==> src/rtl/sub_serial_framed.sv <==
// Bit-serial two's-complement subtractor (c = a - b), LSB first, framed into
// N-bit words with an input valid handshake, a bit counter and a final
// borrow flag that reports unsigned a < b for the completed word.
//
// state | meaning
// IDLE  | waiting for start & in_valid; the borrow chain is reset for bit 0
// RUN   | word in progress; each in_valid beat consumes one bit

module sub_serial_framed #(
    parameter int N     = 256,
    parameter int CNT_W = 9
) (
    input  logic clk,
    input  logic rst,
    input  logic start,
    input  logic in_valid,
    input  logic a,
    input  logic b,
    output logic c,
    output logic c_valid,
    output logic busy,
    output logic done,
    output logic borrow_out
);

    typedef enum logic {
        IDLE = 1'b0,
        RUN  = 1'b1
    } state_t;

    state_t           state;
    logic [CNT_W-1:0] cnt;
    logic             borrow;

    logic bi;
    logic d;
    logic bo;
    logic accept;
    logic last;

    // One-bit full subtractor; the borrow-in is forced to zero on bit 0 so a
    // back-to-back word never inherits the previous word's borrow.
    always_comb begin
        bi     = (state == RUN) ? borrow : 1'b0;
        d      = a ^ b ^ bi;
        bo     = (~a & b) | (~(a ^ b) & bi);
        accept = in_valid & ((state == IDLE) ? start : 1'b1);
        last   = (state == RUN) && (cnt == CNT_W'(N - 1));
    end

    // Word FSM with registered outputs; c holds its last value between beats.
    always_ff @(posedge clk or negedge rst) begin
        if (!rst) begin
            state      <= IDLE;
            cnt        <= '0;
            borrow     <= 1'b0;
            c          <= 1'b0;
            c_valid    <= 1'b0;
            busy       <= 1'b0;
            done       <= 1'b0;
            borrow_out <= 1'b0;
        end else begin
            c_valid <= 1'b0;
            done    <= 1'b0;
            if (accept) begin
                c       <= d;
                c_valid <= 1'b1;
                borrow  <= bo;
                if (state == IDLE) begin
                    state <= RUN;
                    busy  <= 1'b1;
                    cnt   <= CNT_W'(1);
                end else if (last) begin
                    state      <= IDLE;
                    busy       <= 1'b0;
                    cnt        <= '0;
                    done       <= 1'b1;
                    borrow_out <= bo;
                end else begin
                    cnt <= cnt + CNT_W'(1);
                end
            end
        end
    end

endmodule

==> config.mk <==
export PLATFORM = sky130hd
export DESIGN_NAME = sub_serial_framed
export DESIGN_NICKNAME = d
export VERILOG_FILES = /design/src/rtl/sub_serial_framed.sv
export SDC_FILE = /design/constraint.sdc
export NUM_CORES = 1
export LEC_CHECK = 0
export ABC_AREA = 1
export CAP_MARGIN = 20
export CORE_UTILIZATION = 45
export CTS_CLUSTER_SIZE = 16
export DETAILED_ROUTE_END_ITERATION = 16
export PLACE_DENSITY_LB_ADDON = 0.08
export SETUP_SLACK_MARGIN = 0.3
export SYNTH_ARGS = -nofsm -noshare
export SYNTH_HDL_FRONTEND = slang
export SYNTH_SLANG_ARGS = --single-unit
==> constraint.sdc <==
create_clock -name clk -period 2.7 [get_ports clk]
set_clock_uncertainty 0.2 [all_clocks]
set_input_delay 0.405 -clock clk [delete_from_list [all_inputs] [get_ports clk]]
set_output_delay 0.405 -clock clk [all_outputs]
set_load 0.05 [all_outputs]
==> impl.org, run 1 <==
** Logic synthesis
- Of all flip-flops after synthesis, the portion carrying an async set or reset was 100%.
- Proportion of synthesized chip area in sequential cells :: between 40 and 50%
- A synthesized cell averages 8.40 sq um.
- Ranked by total cell area, the synthesized netlist is headed by sky130_fd_sc_hd__dfrtp_1, sky130_fd_sc_hd__nand2_1, sky130_fd_sc_hd__nor2_1.
- Post-synthesis cell count :: just under 100
- The mapped netlist covers roughly 810 sq um.
- After synthesis the netlist holds a flip-flop and latch count of 16.
- Count of flip-flops with a built-in enable after synthesis :: 0
- Dominant synthesized flop cell :: sky130_fd_sc_hd__dfrtp_1
- The biggest area contributor in the post-synthesis netlist is sky130_fd_sc_hd__dfrtp_1.
- Unique masters post-synth :: 20
- Area share of the largest cell type after synthesis :: between 40 and 50%
- The Yosys step of the flow raised 0 warnings.
- The number of nets handed over by synthesis was ~110.

** Global route
- The first global-routing pass estimated 2.44 mm of wire.
- Global routing used approximately 17% of the available tracks.
- Vias in the first global route :: between 500 and 600
- Total gr overflow :: 0
- Initial antenna violation count :: 0
- Entering global routing, the biggest net connects 17 pins.

** Route
- First-iteration detailed-routing DRC count :: 13
- Total detailed-routing wirelength :: around 1.4 mm
- Routed len/inst :: 10.7 um
- DR pass1 iterations :: 3
- Post-route ant nets :: 0
- After detailed routing, the number of remaining DRC violations is 0.
- For this block, the via count after detailed routing is around 650.
- Using the TritonRoute via totals, the vias-per-cell ratio works out to 4.80.

** Timing
- Final period utilization :: between 70% and 80%
- Final Hold Violating Endpoints :: 0
- Setup slack closes at around 630 ps.
- Static timing analysis puts the maximum clock frequency at around 480 MHz.
- At the pin with the least slew margin, the transition time is 718 ps.
- Total negative slack :: 0 ps
- Setup repair after global routing missed its margin :: no
- The count of final max-slew check failures came to 0.
- The smallest clock period supported by the final layout is computed as just over 2000 ps.
- Measured against its own limit, the worst slew margin works out to ~52%.
- Hold timing on the final database bottoms out at a slack of between 200 and 300 ps.
- Setup violations remaining at the end of the flow were counted as 0.

** Floorplanning
- 11 I/O pins were placed.
- The die is 44.5 um wide.
- The core region is roughly 0.0017 sq mm.
- Initial core utilization :: a little under half
- The initialized floorplan defines 15 standard-cell rows.
- Die outline area :: approximately 0.0020 sq mm
- Chip Height :: 44.5 um

** Run status
- The flow ran to the end, and the final reports show no timing, DRC or antenna violations.

** Setup path
- Arrival time at the worst endpoint :: around 1500 ps
- The cell family contributing the most delay on the critical path is buffers and inverters.
- Top fanout value on the critical path :: 2
- The worst setup path is of the reg -> out kind.
- STA classifies the critical path endpoint as an output port.
- At the worst endpoint, the required time is 2100 ps.
- Chain of cells forming the critical path :: clkdlybuf4s50_1
- Slowest cell delay on critical path :: between 800 and 900 ps
- The worst register-to-register path has a setup slack of 1000 ps.
- The slowest stage of the critical path belongs to the cell sky130_fd_sc_hd__clkdlybuf4s50_1.
- Counting both buffers and inverters, the worst setup path holds a total of 1.
- Crit path launch type :: flop
- The worst register-to-register path has a depth of 6.
- Count of cell instances traversed by the critical path :: 1

** Finish
- Antenna diodes :: 0
- Most common cell after layout, fill and taps aside :: sky130_fd_sc_hd__nand2_1
- Fraction of final layout cells sized beyond drive strength 1 :: between 10% and 20%
- Filler-free cell count of the finished design :: between 100 and 150
- The library cells used most frequently in the layout, excluding fill and tap cells, are sky130_fd_sc_hd__nand2_1, sky130_fd_sc_hd__dfrtp_1, sky130_fd_sc_hd__nor2_1, sky130_fd_sc_hd__clkdlybuf4s50_1, sky130_fd_sc_hd__inv_1.
- Layout-stage area growth over the synthesis result :: 18.7%
- # nets final :: about 120
- Post-layout util :: a little under three fifths

** Place
- Detailed Place HPWL :: 1.09 mm
- The count of buffers added on input and output ports is 10.
- Before CTS, the worst setup slack after placement is between 600 and 700 ps.
- The congestion estimate from routability-driven global placement came to slightly above 0.8.
- DP Cell Count :: 131

** Power
- Leakage :: approximately 0.00047 uW
- In this run, the combinational gates consume between 20% and 30% of the power.
- The worst-case IR drop observed on VDD is 0.000311 V.
- Seq pwr share :: roughly 50%
- Net switching power figure :: 197 uW
- Power density of the placed cells :: between 600 and 700 mW/mm^2
- The share of total power dissipated in the clock network is 26.4%.
- The internal portion of the total power is between 400 and 500 uW.
- Switch share :: between 30% and 40%

** Clock network
- CTS Root Cell :: sky130_fd_sc_hd__clkbuf_4
- CTS hold repair buffers :: 0
- Post-CTS repair changed the size of 0 cells.
- Number of CTS-inserted buffers :: 3
- Clock latency on the worst-skew pair :: 290 ps
- Counting along the longest clock path gives a buffer depth of 2.
- Worst-path clk slew :: roughly 90 ps
- Post-CTS timing repair inserted 0 buffers for setup.
- CTS built an H-tree with a depth of 1.
- Number of clock sinks :: 16
- CTS tree :: yes

** Worst hold path
- Hold Crit Class :: reg -> reg
- The worst hold path passes through 2 cells.

** Job
- Across the run, the number of max-cap violations was 0.
cell families after synthesis:
kind of cell / Yosys count / synth area share (%)
and+or+nand+nor: 57 / 29.5
buffers and inverters: 11 / 6.91
xor gates and xnor gates: 3 / 3.23
DFF: 16 / 49.2
adders and majority gates: 2 / 3.99
AOI/OAI and AO/OA: 8 / 7.22
state kept, by name, indices dropped and copies added (netlist names):
name / cells
c: 1
state: 1
borrow_out: 1
busy: 1
done: 1
c_valid: 1
borrow: 1
cnt: 9
layer usage:
| metal | vias to the layer above | share of wire, % | GRT usage (%) |
|---|---|---|---|
| met2 | 8 | 46 | 23.2 |
| li1 | 331 | - | - |
| met1 | 304 | 50 | 26.3 |
| met4 | 0 | 1.7 | 7.27 |
| met3 | 5 | 2.6 | 3.67 |
| met5 | - | 0 | 0 |
synthesized netlist by cell type (2+ instances only):
library cell / number
sky130_fd_sc_hd__dfrtp_1: 16
sky130_fd_sc_hd__inv_1: 9
sky130_fd_sc_hd__nor2_1: 10
sky130_fd_sc_hd__nand2_1: 35
sky130_fd_sc_hd__nand4_1: 3
sky130_fd_sc_hd__nor2_2: 3
sky130_fd_sc_hd__xor2_1: 3
sky130_fd_sc_hd__o21ai_1: 2
sky130_fd_sc_hd__nand3_1: 4
sky130_fd_sc_hd__buf_6: 2
per-stage QoR:
step / total power (uW) / area (sq um)
after detailed placement: 452 / 931
after CTS: 612 / 967
after floorplan: 405 / 815
final: 606 / 967
after global routing: 638 / 967
after global placement: 449 / 931
power by group through the flow:
| stage | clock network, uW | logic (uW) | registers, uW |
|---|---|---|---|
| 2_1_floorplan | 0 | 75.3 | 330 |
| 3_3_place_gp | 0 | 142 | 307 |
| 4_1_cts | 163 | 144 | 304 |
| 6_report | 160 | 142 | 304 |
| 3_5_place_dp | 0 | 143 | 309 |
| 5_1_grt | 171 | 158 | 309 |
path summary, 6_finish.rpt:
path,startpoint,to
setup / recovery,c,c
hold / removal,borrow_out,borrow_out
setup reg to reg,state,cnt[2]
hold reg to reg,borrow_out,borrow_out
max in group asynchronous,rst,cnt[6]
min in group asynchronous,rst,cnt[3]
layout make-up:
class / instances / area (sq um)
fillers: 168 / 741
flip-flops and latches: 16 / 400
multi-input cells: 70 / 358
repair buffers: 11 / 108
clock buffers: 4 / 36.3
inverters: 9 / 33.8
well taps: 25 / 31.3
(Power assumes the default switching activity.)
==> run 2: changes to the inputs <==
==> constraint.sdc (replaced) <==
create_clock -name clk -period 2.1 [get_ports clk]
set_clock_uncertainty 0.2 [all_clocks]
set_input_delay 0.315 -clock clk [delete_from_list [all_inputs] [get_ports clk]]
set_output_delay 0.315 -clock clk [all_outputs]
set_load 0.05 [all_outputs]
==> run 2 against run 1 <==
Net effect: global-route usage down 0.31 points; largest power group unchanged; largest cell class unchanged; register-to-register slack worse by 540 ps; combinational power grew 23%; critical endpoint is now busy.
==> impl.org, run 2 (synthesis gave the netlist of run 1 again) <==
** Timing
- The worst slew margin relative to its limit came to 67.7% (was 52.0%).
- Total negative slack :: 0 ps (unchanged)
- Final Hold Violating Endpoints :: 0 (unchanged)
- Setup repair after global routing missed its margin: no (unchanged).
- Timing-limited maximum frequency :: approximately 600 MHz
- The count of final max-slew check failures came to 0 (unchanged).
- The final critical path takes up between 80% and 90% of the cycle.
- The setup violation total in the final timing report was 0 (unchanged).
- After layout, the minimum clock period comes to 1690 ps.
- Slew @ Worst Pin :: 486 ps (was 718 ps)

** Run status
- Result of the run :: completed (unchanged)

** Worst hold path
- The worst hold path class was in -> async (was reg -> reg).

** Job
- The reported max-cap violation count came to 0 (unchanged).

** Finish
- The final instance area is 973 sq um (was 967 sq um).
- Most common cell after layout, fill and taps aside :: sky130_fd_sc_hd__nand2_1 (unchanged)
- Top library cells by usage in the layout, fill and taps aside: sky130_fd_sc_hd__nand2_1, sky130_fd_sc_hd__dfrtp_1, sky130_fd_sc_hd__nor2_1 (was sky130_fd_sc_hd__nand2_1, sky130_fd_sc_hd__dfrtp_1, sky130_fd_sc_hd__nor2_1, sky130_fd_sc_hd__clkdlybuf4s50_1, sky130_fd_sc_hd__inv_1).
- The fraction of layout instances using a drive strength above 1 came to 11.7% (was 10.9%).
- Number of flip-flops in the largest register :: 9 (unchanged)
- Layout-stage area growth over the synthesis result :: 19.5% (was 18.7%)
- The net count of the finished layout is 120 (was 119).
- Count of filler cells inserted in the layout :: 153 (was 168)
- Top reg by flops :: cnt (unchanged)
- Antenna diodes :: 0 (unchanged)
- Filler-free cell count of the finished design :: 136 (was 135)

** Global route
- The total grt overflow came to 0 (unchanged).
- The aggregate global-route resource usage is 16.9% (was 17.2%).
- Pin count of the biggest net entering global routing :: 17 (unchanged)
- The number of global-route vias before repair came to 539 (was 556).
- The wire length of the first global-routing pass came to 2.35 mm (was 2.44 mm).
- Initial antenna violation count :: 0 (unchanged)

** Setup path
- Worst-path cell with the longest stage delay :: sky130_fd_sc_hd__dlygate4sd2_1 (was sky130_fd_sc_hd__clkdlybuf4s50_1)
- Arrival time at the worst endpoint :: 1170 ps (was 1460 ps)
- The critical path data required time was 1580 ps (was 2100 ps).
- The largest fanout of any net on the critical path is 2 (unchanged).
- CP delay by family, top :: buffers and inverters (unchanged)
- Endpoint type of the worst setup path :: output port (unchanged)
- Slowest cell delay on critical path :: 530 ps (was 810 ps)
- Chain of cells forming the critical path :: dlygate4sd2_1 (was clkdlybuf4s50_1)
- The origin of the worst setup path was busy (was c).
- The critical register-to-register path startpoint is cnt[0] (was state).
- Bufs and invs on worst path :: 1 (unchanged)
- Count of cell instances traversed by the critical path :: 1 (unchanged)
- The class of the most critical setup path is reg -> out (unchanged).
- The number of cell instances on the worst register-to-register path came to 6 (unchanged).
- Crit path launch type :: flop (unchanged)

** Place
- Total placed instance area :: 938 sq um (was 931 sq um)
- Final estimated routing congestion in global placement :: 0.805 (was 0.832)
- The detailed placement HPWL came to 1.03 mm (was 1.09 mm).
- The count of input and output buffers came to 10 (unchanged).
- The post-placement cell count is 132 (was 131).

** Clock network
- The sink count of the clock tree was 16 (unchanged).
- CTS tree :: yes (unchanged)
- The clock transition at the registers of the reported paths came to 100 ps (was 90 ps).
- Clock latency on the worst-skew pair :: 290 ps (about the same)
- The root buffer selected by CTS is sky130_fd_sc_hd__clkbuf_4 (unchanged).
- Number of buffers on the longest clock path :: 2 (unchanged)
- The hold buffer count at cts came to 0 (unchanged).
- H-tree depth reported by CTS :: 1 (unchanged)
- Number of CTS-inserted buffers :: 3 (unchanged)

** Power
- The clock share of power came to 26.9% (was 26.4%).
- The power share of the sequential group was 50.5% (was 50.1%).
- The internal power contribution is 519 uW (was 409 uW).
- Part of the total power dissipated in combinational logic :: 22.6% (was 23.4%)
- The net switching power of the design was 251 uW (was 197 uW).
- Switch share :: 32.6% (about the same)
- The total leakage power was 0.000490 uW (was 0.000469 uW).
- The maximum VDD drop was 0.000491 V (was 0.000311 V).
- Overall Power :: 769 uW (was 606 uW)
- Power density of the placed cells :: 790 mW/mm^2 (was 627 mW/mm^2)

** Route
- The number of vias in the routed layout was 614 (was 648).
- The first-pass iteration count of the detailed router was 4 (was 3).
- DRC errors left :: 0 (unchanged)
- The per-cell routed wire length came to 10.2 um (was 10.7 um).
- Total detailed-routing wirelength :: 1.38 mm (was 1.45 mm)
- The mean number of vias per cell is 4.51 (was 4.80).
- Post-route ant nets :: 0 (unchanged)
- The starting DRC count in detailed routing came to 9 (was 13).

** Floorplanning
- The core area came to 0.00171 sq mm (unchanged).
- The starting density of the core came to 47.7% (unchanged).
- The area enclosed by the die boundary is 0.00198 sq mm (unchanged).
- Chip Height :: 44.5 um (unchanged)
- Row Count :: 15 (unchanged)
- The number of ports placed on the die boundary is 11 (unchanged).
- The width of the die was 44.5 um (unchanged).
run 2: power groups by stage:
| stage | Sequential [uW] | Combinational [uW] | Clock, uW |
|---|---|---|---|
| final | 388 | 174 | 207 |
| after global routing | 395 | 198 | 222 |
| after global placement | 395 | 182 | 0 |
| after detailed placement | 395 | 182 | 0 |
| after floorplan | 424 | 96.8 | 0 |
| after CTS | 389 | 174 | 207 |
run 2: area by class of cell:
cell class	count	area (sq um)	share of cell area, %
Sequential cell	16	400	41.1
Tap cell	25	31.3	3.21
Multi-Input combinational cell	70	363	37.3
Clock buffer	4	36.3	3.73
Inverter	9	33.8	3.47
Timing Repair Buffer	12	109	11.2
run 2: worst paths after layout:
check / to / slack, ps
hold / removal: cnt[6] / 130
setup / recovery: busy / 410
max in group asynchronous: borrow_out / 1390
setup reg to reg: cnt[5] / 460
hold reg to reg: busy / 280
min in group clk: busy / 280
run 2: per-stage QoR:
| stage | hold slack (ps) | setup slack (ps) | util [%] |
|---|---|---|---|
| after floorplan | -181 | 656 | - |
| after global placement | 258 | 193 | 54.9 |
| after detailed placement | 264 | 143 | 54.9 |
| after CTS | 144 | 404 | 56.7 |
| after global routing | 155 | 310 | 57.0 |
| final | 132 | 413 | 57.0 |
run 2: worst register-to-register path, stage by stage (launching register included):
cell                       delay [ps]
sky130_fd_sc_hd__dfrtp_1          410
sky130_fd_sc_hd__ha_1             220
sky130_fd_sc_hd__inv_1             60
sky130_fd_sc_hd__nor2_2           150
sky130_fd_sc_hd__nand3b_1         130
sky130_fd_sc_hd__a21oi_2          260
sky130_fd_sc_hd__nor2_1            90
run 2: routing by layer:
layer / share of wire (%) / vias up / wire [um] / GRT usage (%)
met5: 0 / - / 0 / 0
met4: 2.7 / 0 / 37 / 12.1
met3: 3.3 / 5 / 45 / 3.67
met2: 43 / 12 / 591 / 20.9
met1: 51 / 263 / 708 / 25.4
li1: - / 334 / - / -
run 2: what timing repair did:
item                                    4_1_cts  5_1_grt
cloned                                        0        0
buffers inserted                              0        0
endpoints found under the setup margin        5        1
gates resized for setup                       5        1
endpoints found under the hold margin         0        0
==> run 3: changes to the inputs <==
==> constraint.sdc (replaced) <==
create_clock -name clk -period 1.75 [get_ports clk]
set_clock_uncertainty 0.2 [all_clocks]
set_input_delay 0.2625 -clock clk [delete_from_list [all_inputs] [get_ports clk]]
set_output_delay 0.2625 -clock clk [all_outputs]
set_load 0.05 [all_outputs]
==> run 3 against run 2 <==
Net effect: sequential power grew 20%; critical endpoint is now busy; first-iteration DRC count grew 33%; largest power group unchanged; flip-flop and latch count is the same.
==> impl.org, run 3 (synthesis gave the netlist of run 1 again) <==
** Job
- The reported max-cap violation count came to 0 (unchanged).

** Global route
- Total gr overflow :: 0 (unchanged)
- The aggregate global-route resource usage is 18.5% (was 16.9%).
- The number of global-route vias before repair is 600 (was 539).
- Initial antenna violation count :: 0 (unchanged)
- The wire length of the first global-routing pass was 2.57 mm (was 2.35 mm).
- Pin count of the biggest net entering global routing :: 17 (unchanged)

** Floorplanning
- The starting density of the core is 47.7% (unchanged).
- The core area was 0.00171 sq mm (unchanged).
- Chip Height :: 44.5 um (unchanged)
- Die width :: 44.5 um (unchanged)
- Row Count :: 15 (unchanged)
- Number of top-level design ports :: 11 (unchanged)
- Die outline area :: 0.00198 sq mm (unchanged)

** Timing
- Final Hold Violating Endpoints :: 0 (unchanged)
- Number of max-slew violations in the final report :: 0 (unchanged)
- The setup violation total in the final timing report is 0 (unchanged).
- Worst max-slew margin expressed relative to the limit :: 78.3% (was 67.7%)
- The total negative setup slack was 0 ps (unchanged).
- The smallest clock period supported by the final layout is computed as 1490 ps.
- Timing-limited maximum frequency :: 669 MHz
- Slew @ Worst Pin :: 326 ps (was 486 ps)
- Final period utilization :: 85.4%
- Setup repair after global routing missed its margin: yes (was no).

** Finish
- Filler-free cell count of the finished design :: 147 (was 136)
- The final instance area came to 0.00109 sq mm (was 973 sq um).
- Antenna diodes :: 0 (unchanged)
- The net count of the finished layout was 131 (was 120).
- Top reg by flops :: cnt (unchanged)
- The most common library cell in the layout ignoring fill and taps is sky130_fd_sc_hd__nand2_1 (unchanged).
- The fraction of layout instances using a drive strength above 1 came to 29.5% (was 11.7%).
- Layout-stage area growth over the synthesis result :: 33.6% (was 19.5%)
- The number of flip-flops under the largest register name was 9 (unchanged).
- Top library cells by usage in the layout, fill and taps aside :: sky130_fd_sc_hd__nand2_1, sky130_fd_sc_hd__buf_4, sky130_fd_sc_hd__dfrtp_1 (was sky130_fd_sc_hd__nand2_1, sky130_fd_sc_hd__dfrtp_1, sky130_fd_sc_hd__nor2_1)

** Route
- The starting DRC count in detailed routing came to 12 (was 9).
- Average vias per placed instance :: 4.71 (was 4.51)
- Routed len/inst :: 10.8 um (was 10.2 um)
- Post-route ant nets :: 0 (unchanged)
- The first-pass iteration count of the detailed router came to 4 (unchanged).
- The wire length after detailed routing is 1.59 mm (was 1.38 mm).
- DRC errors left :: 0 (unchanged)
- The number of vias in the routed layout was 692 (was 614).

** Clock network
- The hold buffer count at cts is 0 (unchanged).
- CTS Root Cell :: sky130_fd_sc_hd__clkbuf_4 (unchanged)
- The sink count of the clock tree was 16 (unchanged).
- H-tree depth reported by CTS :: 1 (unchanged)
- The number of buffers added by the clock tree synthesis step came to 3 (unchanged).
- The clock transition at the registers of the reported paths came to 100 ps (about the same).
- Clock latency on the worst-skew pair :: 290 ps (about the same)
- The CTS tree was yes (unchanged).
- Number of buffers on the longest clock path :: 2 (unchanged)

** Worst hold path
- The worst hold path class was in -> async (unchanged).

** Setup path
- Endpoint type of the worst setup path :: flop (was output port)
- The largest fanout of any net on the critical path was 4 (was 2).
- The class of the most critical setup path is reg -> reg (was reg -> out).
- The critical path data required time is 1740 ps (was 1580 ps).
- Crit path launch type :: flop (unchanged)
- The arrival time reported for the critical path endpoint came to 1480 ps (was 1170 ps).

** Power
- Leakage :: 0.000534 uW (was 0.000490 uW)
- Power density of the placed cells :: 917 mW/mm^2 (was 790 mW/mm^2)
- The maximum VDD drop was 0.000567 V (was 0.000491 V).
- Overall Power :: 998 uW (was 769 uW)

** Place
- The routability congestion estimate is 0.829 (was 0.805).
- The count of input and output buffers was 10 (unchanged).
- The placed cell area came to 956 sq um (was 938 sq um).
- The detailed placement HPWL was 1.10 mm (was 1.03 mm).
- The post-placement cell count is 136 (was 132).

** Run status
- Result of the run: completed (unchanged).
[run 3: cell count changes in the layout (fill, tap and decap cells not counted), sizes merged]
cell | previous run | this run
buf | 2 | 18
dlygate4sd2 | 5 | 0
[run 3: final timing paths]
path                        start  endpoint  slack (ps)  depth (start not counted)
min in group clk           borrow    borrow         290                          2
max                        cnt[5]      busy         260                          7
min reg2reg                borrow    borrow         290                          2
max in group asynchronous     rst     state        1080                          2
max reg2reg                cnt[5]      busy         260                          7
min                           rst     state          80                          2
[run 3: critical path, stage by stage (launching register included)]
cell and delay [ps]:
sky130_fd_sc_hd__dfrtp_1 410, sky130_fd_sc_hd__nand2_1 90, sky130_fd_sc_hd__nor2_1 210, sky130_fd_sc_hd__nand3b_1 170
sky130_fd_sc_hd__nand2_1 140, sky130_fd_sc_hd__nand2_1 70, sky130_fd_sc_hd__nand2_1 50, sky130_fd_sc_hd__nand2_1 50
[run 3: repair_timing]
item / in CTS / in global routing
pin swaps: 6 / 3
resized for setup: 9 / 2
buffers inserted: 5 / 2
setup endpoints to repair: 12 / 10
[run 3: through the flow]
stage	worst slack, ps	hold WS, ps	util [%]
after global routing	227	113	63.7
after CTS	313	81.9	62.6
final	255	78.1	63.7
after floorplan	306	-233	-
after detailed placement	47.6	265	56.0
after global placement	80.5	260	56.0
[run 3: layout make-up]
| cell class | count | area, sq um |
|---|---|---|
| Fill cell | 147 | 619 |
| Sequential cell | 16 | 402 |
| Multi-Input combinational cell | 70 | 400 |
| Timing Repair Buffer | 23 | 185 |
| Clock buffer | 4 | 36.3 |
| Inverter | 9 | 33.8 |
| Tap cell | 25 | 31.3 |
[run 3: report_power, final]
| part | leakage, uW | internal, uW | switching [uW] |
|---|---|---|---|
| combinational | 0.000305 | 126 | 160 |
| sequential | 0.000208 | 421 | 46.5 |
| clock | 0.0000210 | 127 | 119 |
[run 3: metal layers]
metal  GRT usage (%)  vias up  share of wire (%)
met1            26.6      321                 49
met2            25.3       14                 45
met3            4.08        4                3.8
met5               0        -                  0
li1                -      353                  -
met4            10.9        0                2.5
